==> src/rtl/hdmi_fb_pattern_writer.sv <==
// AXI4 write master that fills the HDMI framebuffer with an 8-bar colour-bar pattern.
// Optional macro PATWR_BRESP_CHK_EN: a non-OKAY bresp sets err_o and aborts the fill.
module hdmi_fb_pattern_writer #(
    parameter int                ADDR_W     = 32,
    parameter int                DATA_W     = 32,
    parameter int                ID_W       = 4,
    parameter logic [ADDR_W-1:0] BASE_ADDR  = '0,
    parameter int                FB_WORDS   = 1024,
    parameter int                BURST_LEN  = 16,
    parameter int                LINE_WORDS = 64,
    parameter int                BAR_W      = 8
) (
    input  logic              clk_i,
    input  logic              rst_n_i,
    input  logic              start_i,
    output logic              busy_o,
    output logic              done_o,
    output logic              err_o,
    output logic [ID_W-1:0]   m_axi_awid,
    output logic [ADDR_W-1:0] m_axi_awaddr,
    output logic [7:0]        m_axi_awlen,
    output logic [2:0]        m_axi_awsize,
    output logic [1:0]        m_axi_awburst,
    output logic              m_axi_awvalid,
    input  logic              m_axi_awready,
    output logic [DATA_W-1:0] m_axi_wdata,
    output logic [3:0]        m_axi_wstrb,
    output logic              m_axi_wlast,
    output logic              m_axi_wvalid,
    input  logic              m_axi_wready,
    input  logic [ID_W-1:0]   m_axi_bid,
    input  logic [1:0]        m_axi_bresp,
    input  logic              m_axi_bvalid,
    output logic              m_axi_bready
);

    typedef enum logic [2:0] {S_IDLE, S_AW, S_W, S_B, S_DONE} state_t;

    state_t              state_q, state_d;
    logic [31:0]         word_cnt_q, word_cnt_d;
    logic [8:0]          beat_q, beat_d;
    logic [31:0]         col_q, col_d;
    logic [31:0]         barw_q, barw_d;
    logic [2:0]          bar_q, bar_d;
    logic [DATA_W-1:0]   wdata_q, wdata_d;
    logic                wlast_q, wlast_d;
    logic                done_q, done_d;
    logic                load_pat;
    logic                unused_ok;

    function automatic logic [15:0] rom_f(input logic [2:0] idx);
        case (idx)
            3'd0:    rom_f = 16'hEB80;
            3'd1:    rom_f = 16'hD292;
            3'd2:    rom_f = 16'hAA10;
            3'd3:    rom_f = 16'h9122;
            3'd4:    rom_f = 16'h6ADE;
            3'd5:    rom_f = 16'h51F0;
            3'd6:    rom_f = 16'h296E;
            default: rom_f = 16'h1080;
        endcase
    endfunction

`ifdef PATWR_BRESP_CHK_EN
    logic err_q, err_d;
    assign err_o = err_q;
`else
    assign err_o = 1'b0;
`endif

    always_comb begin
        state_d    = state_q;
        word_cnt_d = word_cnt_q;
        beat_d     = beat_q;
        col_d      = col_q;
        barw_d     = barw_q;
        bar_d      = bar_q;
        wdata_d    = wdata_q;
        wlast_d    = wlast_q;
        done_d     = done_q;
        load_pat   = 1'b0;
`ifdef PATWR_BRESP_CHK_EN
        err_d      = err_q;
`endif
        case (state_q)
            S_IDLE: begin
                if (start_i) begin
                    state_d    = S_AW;
                    word_cnt_d = '0;
                    col_d      = '0;
                    barw_d     = '0;
                    bar_d      = '0;
                    done_d     = 1'b0;
`ifdef PATWR_BRESP_CHK_EN
                    err_d      = 1'b0;
`endif
                end
            end
            S_AW: begin
                if (m_axi_awready) begin
                    state_d  = S_W;
                    beat_d   = '0;
                    wlast_d  = (BURST_LEN == 1);
                    load_pat = 1'b1;
                end
            end
            S_W: begin
                if (m_axi_wready) begin
                    if (wlast_q) begin
                        state_d = S_B;
                        wlast_d = 1'b0;
                    end else begin
                        beat_d   = beat_q + 9'd1;
                        wlast_d  = (beat_q + 9'd1 == 9'(BURST_LEN - 1));
                        load_pat = 1'b1;
                    end
                end
            end
            S_B: begin
                if (m_axi_bvalid) begin
                    word_cnt_d = word_cnt_q + 32'(BURST_LEN);
`ifdef PATWR_BRESP_CHK_EN
                    if (m_axi_bresp != 2'b00) begin
                        err_d   = 1'b1;
                        state_d = S_DONE;
                        done_d  = 1'b1;
                    end else
`endif
                    if (word_cnt_d >= 32'(FB_WORDS)) begin
                        state_d = S_DONE;
                        done_d  = 1'b1;
                    end else begin
                        state_d = S_AW;
                    end
                end
            end
            default: state_d = S_IDLE;
        endcase

        // Pattern counters always point at the next word to be loaded into wdata_q.
        if (load_pat) begin
            wdata_d = DATA_W'({rom_f(bar_q), rom_f(bar_q)});
            if (col_q == 32'(LINE_WORDS - 1)) begin
                col_d  = '0;
                barw_d = '0;
                bar_d  = '0;
            end else begin
                col_d = col_q + 32'd1;
                if (barw_q == 32'(BAR_W - 1)) begin
                    barw_d = '0;
                    bar_d  = bar_q + 3'd1;
                end else begin
                    barw_d = barw_q + 32'd1;
                end
            end
        end
    end

    always_ff @(posedge clk_i) begin
        if (!rst_n_i) begin
            state_q    <= S_IDLE;
            word_cnt_q <= '0;
            beat_q     <= '0;
            col_q      <= '0;
            barw_q     <= '0;
            bar_q      <= '0;
            wdata_q    <= '0;
            wlast_q    <= 1'b0;
            done_q     <= 1'b0;
`ifdef PATWR_BRESP_CHK_EN
            err_q      <= 1'b0;
`endif
        end else begin
            state_q    <= state_d;
            word_cnt_q <= word_cnt_d;
            beat_q     <= beat_d;
            col_q      <= col_d;
            barw_q     <= barw_d;
            bar_q      <= bar_d;
            wdata_q    <= wdata_d;
            wlast_q    <= wlast_d;
            done_q     <= done_d;
`ifdef PATWR_BRESP_CHK_EN
            err_q      <= err_d;
`endif
        end
    end

    assign busy_o        = (state_q != S_IDLE);
    assign done_o        = done_q;
    assign m_axi_awid    = '0;
    assign m_axi_awvalid = (state_q == S_AW);
    assign m_axi_awaddr  = m_axi_awvalid ? BASE_ADDR + ADDR_W'(word_cnt_q << 2) : '0;
    assign m_axi_awlen   = 8'(BURST_LEN - 1);
    assign m_axi_awsize  = 3'b010;
    assign m_axi_awburst = 2'b01;
    assign m_axi_wvalid  = (state_q == S_W);
    assign m_axi_wdata   = wdata_q;
    assign m_axi_wlast   = wlast_q;
    assign m_axi_wstrb   = m_axi_wvalid ? 4'hF : 4'h0;
    assign m_axi_bready  = (state_q == S_B);
    assign unused_ok     = ^{m_axi_bid, m_axi_bresp};

endmodule

==> config.mk <==
export PLATFORM = sky130hd
export DESIGN_NAME = hdmi_fb_pattern_writer
export DESIGN_NICKNAME = d
export VERILOG_FILES = /design/src/rtl/hdmi_fb_pattern_writer.sv
export SDC_FILE = /design/constraint.sdc
export NUM_CORES = 1
export LEC_CHECK = 0
export ABC_AREA = 1
export CORE_ASPECT_RATIO = 1.2
export CORE_MARGIN = 2
export CORE_UTILIZATION = 40
export CTS_BUF_LIST = sky130_fd_sc_hd__clkbuf_16
export CTS_CLUSTER_SIZE = 24
export DETAILED_ROUTE_END_ITERATION = 10
export RECOVER_POWER = 25
export SLEW_MARGIN = 20
export SYNTH_ARGS = -nofsm -noshare
export SYNTH_HDL_FRONTEND = slang
export SYNTH_SLANG_ARGS = --single-unit
==> constraint.sdc <==
create_clock -name clk_i -period 5.2 [get_ports clk_i]
set_clock_uncertainty 0.15 [all_clocks]
set_input_delay 1.56 -clock clk_i [delete_from_list [all_inputs] [get_ports clk_i]]
set_output_delay 1.56 -clock clk_i [all_outputs]
set_load 0.01 [all_outputs]
==> results.json <==
{
  "area_growth_pct": 15.85,
  "crit_chain": "inv_1 -> nor3_4 -> clkinv_1 -> nor2_1 -> clkdlybuf4s50_1",
  "power_density_nw_per_um2": 335.9,
  "synth_common_cells": "285 x nand2_1, 137 x nor2_1, 132 x inv_1",
  "worstSkewPairLatency_ns": 0.42,
  "cts_max_path_buffers": 2,
  "vias": 7424,
  "holdCritPathClass": "flip-flop to flip-flop",
  "die-area_um2": 20370,
  "p_leak_uw": 0.003191,
  "wire_per_inst_um": 12.91,
  "gp_routability_congestion": 0.8442,
  "holdCritStartpoint": "barw_q[31]",
  "yosysSeqAreaShare_pct": 31.47,
  "drt_iter0_drc": 437,
  "dpl_cell_area_um2": 8315,
  "cts_hold_buf": 0,
  "synthDistinctLibCells": 52,
  "portBuffers": 69,
  "worst_slew_pin_slew_ns": 1.764,
  "clkTransAtPathRegs_ns": 0.06,
  "grt_usage_pct": 19.38,
  "antenna_found_initial": 0,
  "cp-start-kind": "flip-flop",
  "synth_most_common_cell": "nand2_1",
  "ys.warnings.count": 0,
  "timing.rr.end": "m_axi_wdata[24]",
  "start_util_pct": 40.82,
  "violations": "max-capacitance violations, max-slew violations",
  "cts.sink_count": 121,
  "fp.coreArea_um2": 18860,
  "reg2reg_slack_ns": 1.93,
  "synth-seq-cells": 121,
  "h-tree-depth": 4,
  "slowest_stage": "clkinv_1",
  "cts_resized": 0,
  "layout.cells.non_filler": 1486,
  "crit_buf_inv": 3,
  "min_path_cells": 2,
  "cts_buffers": 17,
  "die_h_um": 156.0,
  "drt_first_pass_iters": 5,
  "cp.required_ns": 3.49,
  "grt_overflow_total": 0,
  "synth_edf_count": 0,
  "max_cap_violations": 1,
  "grt_max_degree": 38,
  "final_nets": 1240,
  "fmax_mhz": 225.3,
  "synth_top_area_share_pct": 31.47,
  "period_share_pct": 85.34,
  "hpwl_mm": 14.04,
  "hold_viol_final": 0,
  "synth_flop_cell": "dfxtp_1",
  "cts_setup_buffers": 0,
  "die_w_um": 130.6,
  "whs_endpoint": "barw_q[31]",
  "cts_root_buf": "clkbuf_16",
  "setup_violations": 0,
  "rows": 55,
  "slew_headroom_pct": -17.61,
  "critical-path-max-stage-delay_ns": 0.62,
  "worstReg2RegStart": "state_q[1]",
  "setup.worst_path.end_class": "primary output",
  "drt-total-wl_mm": 19.18,
  "syn_area_per_cell_um2": 6.550,
  "synthTopCellsByArea": "dfxtp_1 31%, nand2_1 14%, nor2_1 6.7%, inv_1 6.4%, a21oi_1 5.5%",
  "placed_cells": 1454,
  "grt_first_pass_wirelength_mm": 31.99,
  "antenna_left": 0,
  "max-vdd-ir-drop_v": 0.0002466,
  "grt_pass1_vias": 6803,
  "worst_ep_arrival_time_ns": 2.73,
  "rsz0062_at_grt": "false",
  "ff2ff_path_depth": 10,
  "status": "finished, violations left",
  "synthCells": 1175,
  "cts_tree": "done",
  "maxSlewViolCount": 36,
  "stdcell_area_um2": 8916,
  "fillers": 1992,
  "critPathTopFamily": "buffers and inverters",
  "final.min_clock_period_ns": 4.438,
  "yosysTopAreaCell": "dfxtp_1",
  "pin_count": 104,
  "drive_above_1_share_pct": 7.154,
  "path_class": "flip-flop to primary output",
  "antennaDiodeCount": 0,
  "tns_ns": 0,
  "worstPathMaxFanout": 27,
  "routed_via_density": 4.996,
  "drc": 0,
  "async_reset_ff_share_pct": 0,
  "syn_area_um2": 7696
}
## final cells by class
cell class,instances,area [µm²],area share [%]
repair buffers,74,720.7,8.083
flip-flops and latches,121,2422,27.17
inverters,142,538.0,6.034
well taps,256,320.3,3.592
multi-input cells,861,4289,48.11
clock buffers,17,425.4,4.771
clock inverters,15,200.2,2.245
## per-layer routing
layer / wire length, µm / share of wire (%) / global-route usage, % / vias up
met5: 0 / 0 / 0 / -
met4: 427 / 2.2 / 7.143 / 0
met3: 678 / 3.5 / 3.429 / 28
met2: 9363 / 49 / 34.18 / 160
met1: 8710 / 45 / 23.33 / 3382
li1: - / - / - / 3854
## stage by stage
step | utilization [%] | setup slack [ns] | hold WS (ns) | power, µW
2_1_floorplan | - | 2.031 | 0.2945 | 1610
3_3_place_gp | 44.10 | 1.155 | 0.3033 | 1783
3_5_place_dp | 44.10 | 1.138 | 0.3134 | 1789
4_1_cts | 47.42 | 0.6874 | 0.3200 | 3058
5_1_grt | 47.29 | 0.4119 | 0.3488 | 3154
6_report | 47.29 | 0.7621 | 0.3167 | 2995
## flip-flops by register name, indices dropped and copies added, names as in the netlist
name         flops
bar_q            3
barw_q          32
beat_q           9
col_q           32
done_o           1
m_axi_wdata     12
m_axi_wlast      1
state_q          3
word_cnt_q      28
## how the worst max path moves through the flow
stage,startpoint,endpoint,slack (ns),cells after the start
3_5_place_dp,m_axi_wready,barw_q[19],1.14,12
4_1_cts,state_q[0],m_axi_awaddr[9],0.69,5
5_1_grt,state_q[0],m_axi_awaddr[9],0.41,5
6_report,state_q[0],m_axi_awaddr[12],0.76,5
3_3_place_gp,m_axi_wready,barw_q[19],1.15,12
2_1_floorplan,state_q[0],m_axi_awaddr[11],2.03,5
## worst min-delay path: stages, from the launching register on
cell and delay, ns:
dfxtp_1 0.31, nand2_1 0.06, a21oi_1 0.05
## logic make-up after synthesis
group,Yosys count,share of synthesized area (%)
AOI/OAI and AO/OA,145,10.45
xor gates and xnor gates,27,3.073
adders and majority gates,11,1.886
buffers and inverters,219,13.85
DFF,121,31.47
muxes,1,0.1301
other,2,0.09758
and+or+nand+nor,649,39.03
## power breakdown
part	switching (µW)	leakage, µW	internal [µW]	total (µW)
Sequential	39.4	0.000976	969	1010
Combinational	501	0.00192	224	725
Clock	459	0.000297	802	1260
## cell usage in the layout (no fill, tap or decap), types with 10 or more instances in the layout
cell,netlist,final
a21oi_1,85,85
clkbuf_16,0,17
clkdlybuf4s50_1,0,44
conb_1,2,28
dfxtp_1,121,121
dlygate4sd3_1,0,25
ha_1,10,10
inv_1,132,133
nand2_1,285,285
nand3_1,76,76
nand4_1,39,39
nor2_1,137,138
nor3_1,39,39
nor4_1,18,18
o21ai_0,31,31
xor2_1,26,26
No activity file was read; power rests on OpenSTA's default activity.
==> RTL change (same flow settings) <==
Add a define of `PATWR_BRESP_CHK_EN`.
--- a/src/rtl/hdmi_fb_pattern_writer.sv
+++ b/src/rtl/hdmi_fb_pattern_writer.sv
@@ -1,4 +1,6 @@
 // AXI4 write master that fills the HDMI framebuffer with an 8-bar colour-bar pattern.
 // Optional macro PATWR_BRESP_CHK_EN: a non-OKAY bresp sets err_o and aborts the fill.
+`define PATWR_BRESP_CHK_EN
+
 module hdmi_fb_pattern_writer #(
     parameter int                ADDR_W     = 32,
Function: same outputs for any inputs over 10 cycles, from zero or initial values and one cycle with rst_n_i low; that may be too few to reach the edited logic, so the function may still have changed.
==> RTL change against the original RTL <==
  * The run still ends with capacitance limit, slew limit left
  * Power decreased by 4.5%
  * Non-clock buffer count is 6 higher
  * First-iteration DRC count is 0.23% higher
  * Register-to-register slack improved by 0.13 ns
  * Utilization about the same
  * Sequential cell count grew 1
  * Area after synthesis grew 1.2%
  * Final area rose by 0.72%
  * Cell count is 1.5% higher
  * Global-route usage increased by 0.28 points
  * Routed wire length increased by 3.6%
  * Critical path depth increased by 7
  * Combinational power shrank 5.0%
  * Highest routed layer unchanged
  * Worst setup slack better by 0.14 ns
==> RTL change: results (changes against the original RTL) <==
| Metric | Value |
|---|---|
| Global-route wire length before repair | 32800 microns (+2.5%) |
| Reg-to-reg slack, setup | 2.06 ns (+0.13 ns) |
| Placed Area | 8440 sq um (+1.5%) |
| Measured slew at the worst slew-check pin | 1.56 ns (-0.200 ns) |
| Failing checks | capacitance limit, slew limit |
| Seq pwr share | 36.0% (+2.3 points) |
| Count of different cell masters after synthesis | 50 (-3.8%) |
| NumNets Final | 1262 (+1.8%) |
| Routability cong. | 0.910 (+7.8%) |
| Top cells by count, synth | 295 x nand2_1, 168 x nor2_1, 125 x inv_1, 122 x dfxtp_1, 82 x a21oi_1 |
| Worst-path fanout max | 24 (-11%) |
| Gr usage total | 19.7% (+0.28 points) |
| Outcome | complete, but fails checks |
| Multiplexer share of the synthesized area | 0.128% (-0.0016 points) |
| Post-synthesis xor/xnor area fraction | 4.50% (+1.4 points) |
| Peak supply drop | 0.221 mV (-11%) |
| Complex-gate fraction of the synthesized area | 8.59% (-1.9 points) |
| Layout fillers | 2016 (+1.2%) |
| DP HPWL | 14700 microns (+4.4%) |
| Pin count of the biggest net entering global routing | 48 (+26%) |
| Worst R2R Start | state_q[2]$_SDFFE_PN0P_ |
| Leakage | 3.29 nW (+3.0%) |
| Layout cells sized above 1 | 8.07% (+0.91 points) |
| PortBufs | 72 (+4.3%) |
| Worst reg2reg path depth | 14 (+4) |
| Sw Ratio | 34.6% (+1.2 points) |
| Worst flop-to-flop path endpoint | barw_q[9]$_SDFFE_PN0P_ |
| Final Slew Violations | 48 (+33%) |
| Post-Synth Adder-Cell Area | 1.86% (-0.023 points) |
| Synth top area cells | dfxtp_1 31%, nand2_1 14%, nor2_1 8.1%, inv_1 6.0%, buf_4 5.4% |
| Top Family by Delay on Critical Path | simple AND/OR/NAND/NOR gates |
| Slowest stage delay, CP | 0.59 ns (-0.03 ns) |
| Multi-input logic area | 4370 sq um (+2.0%) |
| Post-synth ARST share | 0% (unchanged) |
| Initial drt markers | 438 (+0.23%) |
| Critical Path Start | m_axi_wready |
| Yosys warns | 0 (unchanged) |
| Arr. time, crit path | 4.45 ns (+1.72 ns) |
| WL/cell | 13.2 microns (+2.1%) |
| Vias in the first global route | 6969 (+2.4%) |
| # Max-Cap Violations | 1 (unchanged) |
| Vias | 7432 (+0.11%) |
| Hold wc startpoint | m_axi_wdata[24]$_SDFFE_PN0P_ |
| WHS Endpoint | m_axi_wdata[24]$_SDFFE_PN0P_ |
[RTL change: cell types whose count changed in the layout (fill, tap and decap cells not counted), sizes merged, moves of 8 or more]
cell | before | now
xor2 | 26 | 34
nor3 | 45 | 28
or2 | 9 | 19
nor2 | 156 | 187
nand4 | 39 | 30
nor4 | 19 | 28
nand2 | 294 | 305
[RTL change: cell type report]
type / count / area share [%]
clock buffer: 17 / 4.74
clock inverter: 15 / 1.57
inverter: 132 / 5.52
multi-input combinational: 886 / 48.7
sequential: 122 / 27.2
tap: 256 / 3.57
timing repair buffer: 80 / 8.69
[RTL change: per-stage QoR]
step	power, mW	setup WS [ns]	std cells	hold WS (ns)
3_3_place_gp	1.78	0.968	1476	0.314
6_report	2.86	0.905	1508	0.328
4_1_cts	2.92	1.36	1508	0.331
5_1_grt	3.01	0.643	1508	0.359
3_5_place_dp	1.78	0.962	1476	0.321
2_1_floorplan	1.58	2.30	1224	0.303
[RTL change: layer usage]
metal	vias to the layer above	part of all wire [%]	routed length, microns	global-route usage [%]
met5	-	0	0	0
met1	3368	43	8600	21.8
met3	37	4.1	807	4.66
met2	163	50	10000	36.8
li1	3864	-	-	-
met4	0	2.3	461	6.78
[RTL change: tightest hold or removal path, delay by kind of cell (launching register included)]
family / cells / cell delay [ns]
simple gates: 1 / 0.06
flops: 1 / 0.31
compound gates: 1 / 0.06
[RTL change: how the worst max path moves through the flow]
stage | end
floorplan | m_axi_awvalid
finish | barw_q[9]$_SDFFE_PN0P_
CTS | m_axi_awaddr[9]
global placement | barw_q[12]$_SDFFE_PN0P_
detailed placement | barw_q[8]$_SDFFE_PN0P_
global route | barw_q[15]$_SDFFE_PN0P_
